**config.mk**
```make
export PLATFORM = sky130hd
export DESIGN_NAME = spi_device_core
export DESIGN_NICKNAME = d
export VERILOG_FILES = /design/src/rtl/spi_device_core.sv
export SDC_FILE = /design/constraint.sdc
export NUM_CORES = 1
export LEC_CHECK = 0
export CORE_MARGIN = 2
export CORE_UTILIZATION = 52
export CTS_CLUSTER_SIZE = 28
export DETAILED_ROUTE_END_ITERATION = 10
export MAX_ROUTING_LAYER = met4
export PLACE_DENSITY = 0.73
export SYNTH_ARGS = -nofsm -noshare
export SYNTH_HDL_FRONTEND = slang
export SYNTH_SLANG_ARGS = --single-unit
```
**constraint.sdc**
```tcl
create_clock -name clk_i -period 9.31 [get_ports clk_i]
set_input_delay 1.862 -clock clk_i [delete_from_list [all_inputs] [get_ports clk_i]]
set_output_delay 1.862 -clock clk_i [all_outputs]
set_load 0.005 [all_outputs]
```
**src/rtl/spi_device_core.sv**
```systemverilog
// rtl/spi_device_core.sv - SPI slave core: register file, synchronised SPI inputs, char shifter, interrupts
module spi_device_core #(
    parameter int MAX_CHAR = 32,
    parameter int LEN_W    = 5
) (
    input  logic        clk_i,
    input  logic        rst_i,
    input  logic [7:0]  addr_i,
    input  logic [31:0] wdata_i,
    output logic [31:0] rdata_o,
    input  logic [3:0]  be_i,
    input  logic        we_i,
    input  logic        re_i,
    output logic        error_o,
    output logic        intr_rx_o,
    output logic        intr_tx_o,
    input  logic        ss_ni,
    input  logic        sclk_i,
    input  logic        sd_i,
    output logic        sd_o,
    output logic        sd_oe_o
);

    localparam logic [2:0] REG_RX     = 3'd0;
    localparam logic [2:0] REG_TX     = 3'd1;
    localparam logic [2:0] REG_CTRL   = 3'd2;
    localparam logic [2:0] REG_STATUS = 3'd3;

    typedef enum logic {ST_IDLE = 1'b0, ST_SHIFT = 1'b1} state_t;

    state_t state, state_next;

    // synchronisers; ss idles high so its chain resets to 1
    logic ss_q1, ss_q2, ss_q3;
    logic sclk_q1, sclk_q2, sclk_q3;
    logic sd_q1, sd_q2;

    // control fields
    logic [LEN_W-1:0] char_len;
    logic             en, rx_neg, tx_neg, lsb, ie;

    // data path
    logic [MAX_CHAR-1:0] tx_hold, shift_tx, shift_rx, rx_data;
    logic [MAX_CHAR-1:0] rx_shifted, rx_mask, sd_vec;
    logic [LEN_W-1:0]    bit_cnt, len_m1;
    logic                sampled_any;
    logic                tx_zero;

    // status flags
    logic rx_full, tx_empty, rx_ovf, tx_under;

    logic [2:0]  reg_sel;
    logic        wr, active;
    logic        sclk_rise, sclk_fall, sample_ev, drive_ev, ss_fall;
    logic        start, run, char_done, tx_load, under_set;
    logic        tx_write, ctrl_write, stat_write, rx_read;
    logic [31:0] ctrl_rd, rdata_next;
    logic        unused_addr;

    assign unused_addr = ^{addr_i[7:5], addr_i[1:0]};
    assign error_o     = 1'b0;

    assign reg_sel    = addr_i[4:2];
    assign wr         = we_i & ~re_i;
    assign active     = (state == ST_SHIFT);
    assign tx_write   = wr & (reg_sel == REG_TX);
    assign ctrl_write = wr & (reg_sel == REG_CTRL) & ~active;
    assign stat_write = wr & (reg_sel == REG_STATUS) & be_i[0];
    assign rx_read    = re_i & (reg_sel == REG_RX);

    assign sclk_rise = sclk_q2 & ~sclk_q3;
    assign sclk_fall = ~sclk_q2 & sclk_q3;
    assign sample_ev = rx_neg ? sclk_fall : sclk_rise;
    assign drive_ev  = tx_neg ? sclk_fall : sclk_rise;
    assign ss_fall   = ss_q3 & ~ss_q2;

    // CHAR_LEN=0 wraps to MAX_CHAR-1, i.e. a full MAX_CHAR-bit character
    assign len_m1  = char_len - LEN_W'(1);
    assign rx_mask = ~(({MAX_CHAR{1'b1}} << len_m1) << 1);
    assign sd_vec  = {{(MAX_CHAR-1){1'b0}}, sd_q2};

    // start: IDLE->SHIFT this cycle; run: stays in SHIFT (an aborting cycle does no shifting)
    assign start     = (state == ST_IDLE) & (state_next == ST_SHIFT);
    assign run       = (state == ST_SHIFT) & (state_next == ST_SHIFT);
    assign char_done = run & sample_ev & (bit_cnt == len_m1);
    assign tx_load   = start | char_done;
    // underrun is flagged once an empty-sourced char actually starts clocking out
    assign under_set = run & sample_ev & (bit_cnt == '0) & tx_zero;

    // receive shift: MSB-first enters at bit 0, LSB-first enters at the top of the char
    always_comb begin
        rx_shifted = '0;
        if (lsb) begin
            rx_shifted = (shift_rx >> 1) | (sd_vec << len_m1);
        end else begin
            rx_shifted = {shift_rx[MAX_CHAR-2:0], sd_q2};
        end
    end

    // two-flop synchronisers, third sclk flop for edge detection, third ss flop for fall detection
    always_ff @(posedge clk_i) begin
        if (rst_i) begin
            ss_q1   <= 1'b1;
            ss_q2   <= 1'b1;
            ss_q3   <= 1'b1;
            sclk_q1 <= 1'b0;
            sclk_q2 <= 1'b0;
            sclk_q3 <= 1'b0;
            sd_q1   <= 1'b0;
            sd_q2   <= 1'b0;
        end else begin
            ss_q1   <= ss_ni;
            ss_q2   <= ss_q1;
            ss_q3   <= ss_q2;
            sclk_q1 <= sclk_i;
            sclk_q2 <= sclk_q1;
            sclk_q3 <= sclk_q2;
            sd_q1   <= sd_i;
            sd_q2   <= sd_q1;
        end
    end

    // FSM state register
    always_ff @(posedge clk_i) begin
        if (rst_i) begin
            state <= ST_IDLE;
        end else begin
            state <= state_next;
        end
    end

    // FSM next state: enter on a select fall while enabled, leave on deselect or disable
    always_comb begin
        state_next = state;
        case (state)
            ST_IDLE:  if (ss_fall && en) state_next = ST_SHIFT;
            ST_SHIFT: if (ss_q2 || !en) state_next = ST_IDLE;
            default:  state_next = ST_IDLE;
        endcase
    end

    // FSM outputs: MISO driven only while shifting
    always_comb begin
        sd_oe_o = 1'b0;
        sd_o    = 1'b0;
        if (state == ST_SHIFT) begin
            sd_oe_o = 1'b1;
            sd_o    = lsb ? shift_tx[0] : shift_tx[len_m1];
        end
    end

    // control register, frozen while a frame is active
    always_ff @(posedge clk_i) begin
        if (rst_i) begin
            char_len <= '0;
            en       <= 1'b0;
            rx_neg   <= 1'b0;
            tx_neg   <= 1'b0;
            lsb      <= 1'b0;
            ie       <= 1'b0;
        end else if (ctrl_write) begin
            if (be_i[0]) char_len <= wdata_i[LEN_W-1:0];
            if (be_i[1]) {ie, lsb, tx_neg, rx_neg, en} <= wdata_i[12:8];
        end
    end

    // TX holding register, byte-enabled
    always_ff @(posedge clk_i) begin
        if (rst_i) begin
            tx_hold <= '0;
        end else if (tx_write) begin
            for (int i = 0; i < MAX_CHAR / 8; i++) begin
                if (be_i[i]) tx_hold[8*i +: 8] <= wdata_i[8*i +: 8];
            end
        end
    end

    // character shifter: (re)load at char boundaries, sample/drive on the selected sclk edges
    always_ff @(posedge clk_i) begin
        if (rst_i) begin
            bit_cnt     <= '0;
            shift_tx    <= '0;
            shift_rx    <= '0;
            sampled_any <= 1'b0;
            tx_zero     <= 1'b0;
        end else if (tx_load) begin
            bit_cnt     <= '0;
            shift_rx    <= '0;
            sampled_any <= 1'b0;
            tx_zero     <= tx_empty;
            shift_tx    <= tx_empty ? '0 : tx_hold;
        end else if (run) begin
            if (sample_ev) begin
                shift_rx    <= rx_shifted;
                bit_cnt     <= bit_cnt + LEN_W'(1);
                sampled_any <= 1'b1;
            end
            // the drive edge preceding the first sample of a char would skip bit 0
            if (drive_ev && sampled_any) begin
                shift_tx <= lsb ? (shift_tx >> 1) : (shift_tx << 1);
            end
        end
    end

    // RX register and status flags; hardware set wins over software clear
    always_ff @(posedge clk_i) begin
        if (rst_i) begin
            rx_data  <= '0;
            rx_full  <= 1'b0;
            tx_empty <= 1'b1;
            rx_ovf   <= 1'b0;
            tx_under <= 1'b0;
        end else begin
            if (char_done) rx_data <= rx_shifted & rx_mask;

            if (rx_read || (stat_write && wdata_i[0])) rx_full <= 1'b0;
            if (char_done) rx_full <= 1'b1;

            if (stat_write && wdata_i[2]) rx_ovf <= 1'b0;
            if (char_done && rx_full && !rx_read) rx_ovf <= 1'b1;

            if (stat_write && wdata_i[1]) tx_empty <= 1'b0;
            if (tx_load) tx_empty <= 1'b1;
            if (tx_write) tx_empty <= 1'b0;

            if (stat_write && wdata_i[3]) tx_under <= 1'b0;
            if (under_set) tx_under <= 1'b1;
        end
    end

    // read mux
    always_comb begin
        ctrl_rd                = '0;
        ctrl_rd[LEN_W-1:0]     = char_len;
        ctrl_rd[12:8]          = {ie, lsb, tx_neg, rx_neg, en};
        rdata_next             = '0;
        case (reg_sel)
            REG_RX:     rdata_next = 32'(rx_data);
            REG_TX:     rdata_next = 32'(tx_hold);
            REG_CTRL:   rdata_next = ctrl_rd;
            REG_STATUS: rdata_next = {27'd0, active, tx_under, rx_ovf, tx_empty, rx_full};
            default:    rdata_next = '0;
        endcase
    end

    // registered read data and interrupt pulses
    always_ff @(posedge clk_i) begin
        if (rst_i) begin
            rdata_o   <= '0;
            intr_rx_o <= 1'b0;
            intr_tx_o <= 1'b0;
        end else begin
            rdata_o   <= rdata_next;
            intr_rx_o <= ie & char_done;
            intr_tx_o <= ie & tx_load & ~tx_empty;
        end
    end

endmodule

```
Word level (Yosys, flattened, before mapping). Cells that the tools add are included. Widths: inputs -> output; s select.

Shifts and indexed selects: 2. Reduce and logical (&&, ||, !) cells: 29. Bitwise gates (word level): 29. Eq/ne operators: 4. $add $sub $neg: 2. Multiplexer cells: 26. Order comparisons: 1.

Operators by type and width (number): $mux 32 (6); $pmux 32 s4 (1); $and 32x32->32 (1); $not 32->32 (1); $or 31x32->32 (1); $shl 1x5->32 (1); $shl 32x5->31 const A (1); $and 1x1->1 (19); $mux 1 (17); $reduce_and 2->1 (8); $reduce_bool 2->1 (5); $logic_and 1x1->1 (8); $eq 3x2->1 const B (2); $lt 5x6->1 const B (1); $not 1->1 (6); $add 5x1->5 const B (1); $bmux 1 s5 (1); $eq 5x5->1 (1); $logic_not 5->1 (1); $sub 5x1->5 const B (1); $eq 3x1->1 const B (1); $logic_not 3->1 (1); $reduce_bool 3->1 (1); $logic_not 1->1 (2); other kinds (4) (5).

Output and inout port bits: 37. Logic and storage cells: 125. Register bits after elaboration: 192. Input port bits: 51.

Depth between registers and ports, before layout. Gate-level depths: netlist of the first run.

Depth after elaboration: 11. Depth in mapped cells: 12. Gate-level depth less buffers: 9.

Worst setup path after synthesis of the first run. OpenSTA, ideal clock, no wires.

Path type: register to output. Start point: reg char_len[0]. End point: out sd_o. Arrival time: 2.590 ns. Path buffers: 3. Stages on the path, launching flop included: 10. Required time: 7.448 ns. Path slack: 4.858 ns. Cell sequence: dfxtp_1 -> buf_2 -> inv_1 -> ha_1 -> clkbuf_1 -> clkbuf_1 -> mux4_2 -> mux2_2 -> o41ai_1 -> nor3_1.

Word-level cells in the longest chain between the ends: 5.

Ends and longest elaborated chain: from (decl) (RTL line 39) `logic [LEN_W-1:0] char_len;`; from (signal assigned) (RTL line 162) `if (be_i[0]) char_len <= wdata_i[LEN_W-1:0];`; $sub 5x1->5 (RTL line 78) `assign len_m1 = char_len - LEN_W'(1);`; $bmux 1 s5 (RTL line 148) `sd_o = lsb ? shift_tx[0] : shift_tx[len_m1];`; $mux 1 (not written as such) (RTL line 148); $mux 1 (RTL line 148); $mux 1 (RTL line 146) `if (state == ST_SHIFT) begin`; to (decl) (RTL line 20) `output logic sd_o,`.

Every way passes these cells. The select of a mux whose other input is x is not followed.

Worst setup path in the final report of the first run.
Start point: reg char_len[1]. End point: out sd_o.

The elaborated chain is that of the path after synthesis.

==> results of run 1 <==
-- cells by family (layout without fill, tap and decap cells) --
logic type	after synthesis	count (layout)
AO/OA/AOI/OAI	327	327
XOR/XNOR	12	12
adder cells (fa/ha/maj)	6	6
buffers and inverters	157	186
flip-flops	192	192
multiplexers	55	55
other	1	1
AND/OR/NAND/NOR	421	421
-- worst paths after layout --
| check | from | end | slack (ns) | cells after the start |
|---|---|---|---|---|
| min reg2reg | sclk_q1 | sclk_q2 | 0.43 | 1 |
| max reg2reg | char_len[1] | shift_rx[30] | 5.53 | 11 |
| min | sclk_q1 | sclk_q2 | 0.43 | 1 |
| max | char_len[1] | sd_o | 3.93 | 8 |
-- sequential cells by signal (all words and copies together) (netlist names), 5 cells and up --
register and cells:
shift_tx 32, char_len 5, tx_hold 32, shift_rx 32
rx_data 32, bit_cnt 5, rdata_o 32
-- report_power, final --
group          total (mW)  leakage [nW]  internal [mW]  switching [mW]
clock               0.743         0.291          0.409           0.334
sequential          0.827          1.55          0.824         0.00362
combinational      0.0811          1.49         0.0306          0.0505
total                1.65          3.33           1.26           0.388
-- metrics by stage --
step	power [mW]	setup slack, ns
after global placement	0.925	4.45
after detailed placement	0.925	4.41
after global routing	1.70	3.84
after CTS	1.66	3.96
after floorplan	0.889	4.86
final	1.65	3.93
-- routing by layer --
layer  GRT usage (%)  part of all wire, %  up-vias  wire length, µm
met5               -                    0        -                0
met4            8.24                  1.8        0              515
met3            5.13                  8.2       43             2280
met2            43.9                   45      399            12700
met1            40.9                   45     4202            12500
li1                -                    -     4235                -
-- cell usage in the layout (no fill, tap or decap), types with 9 or more instances in the layout --
cell and instances:
nor2b_1 15, nand2_1 157, o311ai_0 9, o21ai_0 66
nand3_1 81, mux2_2 10, nor2_1 69, o211ai_1 23
clkdlybuf4s50_1 80, mux2i_1 36, mux4_2 9, clkbuf_16 17
dfxtp_1 191, a21oi_1 96, inv_1 51, a211oi_1 14
a22oi_1 30, buf_4 22, nand2b_1 17, a2bb2oi_1 30
nand4_1 34, o31ai_1 10
-- Yosys cell counts (10+ instances only) --
library cell | instances | area (µm²)
a211oi_1 | 14 | 105
clkbuf_1 | 77 | 289
buf_2 | 18 | 90.1
mux2_2 | 10 | 113
o31ai_1 | 11 | 82.6
nand3_1 | 81 | 405
mux2i_1 | 36 | 360
a21oi_1 | 96 | 480
nand2b_1 | 17 | 106
nor2_1 | 70 | 263
o211ai_1 | 23 | 173
nor2b_1 | 15 | 93.8
nand4_1 | 34 | 213
a22oi_1 | 30 | 225
inv_1 | 51 | 191
dfxtp_1 | 192 | 3840
o21ai_0 | 67 | 335
a2bb2oi_1 | 30 | 263
nand2_1 | 157 | 589
-- cell type report --
class | count | area (µm²)
fillers | 1619 | 6970
multi-input cells | 822 | 5100
flip-flops and latches | 192 | 3850
repair buffers | 103 | 971
clock buffers | 19 | 443
well taps | 229 | 287
inverters | 51 | 191
clock inverters | 13 | 148
-- worst register-to-register path: stages, from the launching register on --
cell      delay (ns)
dfxtp_1         0.48
inv_1           0.18
ha_1            0.26
inv_1           0.07
ha_1            0.28
buf_4           0.25
xnor2_1         0.15
nand3_1         0.20
o41a_2          0.85
nand2_1         0.40
buf_4           0.35
a211oi_1        0.24
==> qor.yml, run 1 <==
status: "finished clean"
postCtsSetupBuffers: 0
synth-seq-area-share_pct: 40.4
place.gp.congestion: 0.972
worstMarginPinSlew_ns: 1.24
drt_iter0_drc: 1256
cp_num_buf_inv: 3
syn_area_um2: 9520
maxSlewViolCount: 0
syn_nets: 1228
rows: 49
cts_max_level: 4
fp.coreArea_um2: 18000
die_area_um2: 19400
clkSlewWorstSetupHoldPaths_ns: 0.08
postCtsHoldBufs: 0
arrival_ns: 3.52
ys_ff_latch: 192
path_cells: "inv_1 > ha_1 > buf_4 > mux4_2 > mux4_2 > nor3_1 > nor3_1 > clkdlybuf4s50_1"
synthMuxAreaShare_pct: 7.10
cts_tree: "done"
dr.pass1.iters: 8
cap_viol_max_count: 0
grt_max_degree: 75
port_buffers: 81
syn2layout_area_growth_pct: 15.5
drt_wl_total_um: 28000
grt_pass1_wl_um: 44500
rsz0062_at_grt: "no"
cts-resized-gates: 0
timing.hold.ws_ns: 0.432
synth_cell_types: 63
final_hold_viol_count: 0
dp_hpwl_um: 18700
die_x_um: 139
maxSlewHeadroom_pct: 17.1
period_share_pct: 57.8
numCtsBuffers: 17
p_leak_nw: 3.33
setup_viol: 0
setup-tns-final_ns: 0
io_pins: 88
detail_route.wl_per_cell_um: 19.6
ir_worst_vdd_mv: 0.129
final_layout_size_suffix_gt1_share_pct: 8.25
fin_crit_ns: 5.38
async_reset_ff_share_pct: 0
synth_flop_cell: "dfxtp_1"
synth_top_family_by_area: "compound AO/OA/AOI/OAI gates"
grt_pass1_vias: 8102
start_kind: "register"
die_h_um: 139
max_freq_mhz: 186
hold_class: "reg -> reg"
synth_warnings: 0
synth_edf_count: 0
clock_latency_ns: 0.43
worst_path_dominant_cell_family: "multiplexers"
finClkSkew_ns: 0.0102
synth_adder_area_share_pct: 0.789
place_inst: 1397
overflow: 0
path_max_fanout: 21
cts-root-buf: "clkbuf_16"
vias: 8879
viasPerCell: 6.21
power_density_nw_per_um2: 150
grtUsageTotal_pct: 29.3
diodes: 0
synth-compound-area-share_pct: 22.7
synthCells: 1171
post-route-util_pct: 61.2
start_util_pct: 53.0
cpMaxStageDelayCell: "mux4_2"
final_area_um2: 11000
place_area_um2: 10400
clockBufferDepth: 2
slowest_delay_ns: 0.54
ant_nets: 0
syn_area_per_cell_um2: 8.13
synth-xor-area-share_pct: 1.25
antenna_found_initial: 0
critPathKind: "reg -> out"
stdcell_count: 1429
nets: 1244
required_ns: 7.45
endpoint_kind: "output port"
synthSimpleGateAreaFrac_pct: 21.2
clock-sinks: 192
drt_drc_violations_left: 0
(Power assumes the default switching activity.)
==> run 2: changes to the inputs <==
clock period = 5.6 ns   (was 9.31 ns; I/O delays follow)
==> qor.yml, run 2 (same netlist as run 1, synthesis figures left out) <==
met1_length_um: 12500
cap_viol_max_count: 0
fin_total_pwr_mw: 2.87
clock_latency_ns: 0.44
postCtsHoldBufs: 0
fp.coreArea_um2: 18000
ir_worst_vdd_mv: 0.223
required_ns: 4.48
arrival_ns: 3.78
route.met3.wl_um: 2600
cp.depth: 8
path_max_fanout: 16
r2r_end: "shift_tx[30]"
setup.worst_path.start: "char_len[0]"
finClkSkew_ns: 0.00906
place.gp.congestion: 0.924
worstMarginPinSlew_ns: 1.25
die_h_um: 139
final_layout_size_suffix_gt1_share_pct: 8.17
clock-sinks: 192
grt_pass1_vias: 8215
maxSlewViolCount: 0
period_share_pct: 87.5
port_buffers: 81
detail_route.wl_per_cell_um: 20.1
setup-tns-final_ns: 0
r2r_slack_ns: 1.49
holdPathStages: 1
io_pins: 88
wl_met2_um: 13100
syn2layout_area_growth_pct: 16.1
clkSlewWorstSetupHoldPaths_ns: 0.07
nets: 1244
drt_drc_violations_left: 0
path_cells: "inv_1 > ha_1 > buf_4 > mux4_2 > mux2_2 > o41ai_1 > nor3_1 > clkdlybuf4s50_1"
rsz0062_at_grt: "no"
cts_tree: "done"
cpMaxStageDelayCell: "dfxtp_1"
cts-root-buf: "clkbuf_16"
start_kind: "register"
status: "finished clean"
top_layer_used: "met4"
cts-resized-gates: 0
vias: 9111
diodes: 0
power.switching_mw: 0.638
postCtsSetupBuffers: 0
p_leak_nw: 3.35
cp-endpoint: "sd_o"
dr.pass1.iters: 6
die_x_um: 139
power_frac_clock_pct: 47.3
worst_path_dominant_cell_family: "buffers and inverters"
timing.rr.start: "char_len[0]"
timing.hold.ws_ns: 0.413
hold_class: "reg -> reg"
ant_nets: 0
grt_pass1_wl_um: 45400
rr_worst_depth: 10
rows: 49
final_common_cell: "dfxtp_1"
seqPwrFrac_pct: 48.1
grt_max_degree: 74
fin_crit_ns: 4.90
critPathKind: "reg -> out"
final_hold_viol_count: 0
max_freq_mhz: 204
clockBufferDepth: 2
p_int_mw: 2.23
viasPerCell: 6.38
most-common-layout-cells: "dfxtp_1, nand2_1, a21oi_1"
slowest_delay_ns: 0.69
switching_share_pct: 22.3
power_density_nw_per_um2: 259
cp_num_buf_inv: 3
maxSlewHeadroom_pct: 16.6
grtUsageTotal_pct: 29.9
overflow: 0
numCtsBuffers: 17
endpoint_kind: "output port"
antenna_found_initial: 0
die_area_um2: 19400
drt_wl_total_um: 28700
start_util_pct: 53.0
fillers: 1583
combPwrFrac_pct: 4.6
drt_iter0_drc: 1246
cts_max_level: 4
dp_hpwl_um: 19200
setup_viol: 0
[run 2: cell types whose count changed in the layout (fill, tap and decap cells not counted)]
cell | before | now
bufinv_16 | 2 | 5
clkinv_2 | 2 | 0
clkinvlp_4 | 1 | 3
inv_4 | 1 | 0
inv_6 | 5 | 3
inv_8 | 1 | 0
[run 2: stage by stage]
step	utilization, %	worst slack, ns	cell area, µm²	cells
finish	61.5	0.700	11100	1428
global route	61.5	0.550	11100	1428
CTS	61.5	0.762	11100	1428
detailed placement	57.9	1.24	10400	1397
global placement	57.9	1.27	10400	1397
floorplan	-	1.89	9520	1171
[run 2: layout make-up]
| class | instances | area, µm² | share of cell area (%) |
|---|---|---|---|
| Sequential cell | 192 | 3850 | 34.8 |
| Tap cell | 229 | 287 | 2.59 |
| Clock inverter | 12 | 208 | 1.88 |
| Timing Repair Buffer | 103 | 971 | 8.79 |
| Multi-Input combinational cell | 822 | 5100 | 46.2 |
| Clock buffer | 19 | 443 | 4.01 |
| Inverter | 51 | 191 | 1.73 |
[run 2: how the worst min path moves through the flow]
stage / startpoint / end / slack (ns)
CTS: ss_q1 / ss_q2 / 0.42
global placement: ss_q1 / ss_q2 / 0.39
floorplan: ss_q1 / ss_q2 / 0.39
finish: ss_q1 / ss_q2 / 0.41
detailed placement: ss_q1 / ss_q2 / 0.40
global route: ss_q1 / ss_q2 / 0.42
[run 2: per-layer routing]
layer	track usage, %	up-vias
met5	-	-
met4	6.70	0
met3	5.71	50
met2	45.0	449
met1	42.0	4369
li1	-	4243
[run 2: worst reg2reg max path: cells and delay by family (launching register included)]
kind,cells,cell delay (ns)
AOI/OAI and AO/OA,2,1.12
adders and majority gates,2,0.98
DFF,1,0.69
buffers and inverters,3,0.68
and+or+nand+nor,2,0.37
xor gates and xnor gates,1,0.20
[run 2: power groups by stage]
stage                     combinational (mW)  sequential (mW)  clock [mW]
final                                  0.133             1.38        1.36
after detailed placement               0.130             1.41           0
after global placement                 0.128             1.41           0
after global routing                   0.142             1.38        1.41
after floorplan                       0.0742             1.40           0
after CTS                              0.130             1.38        1.36
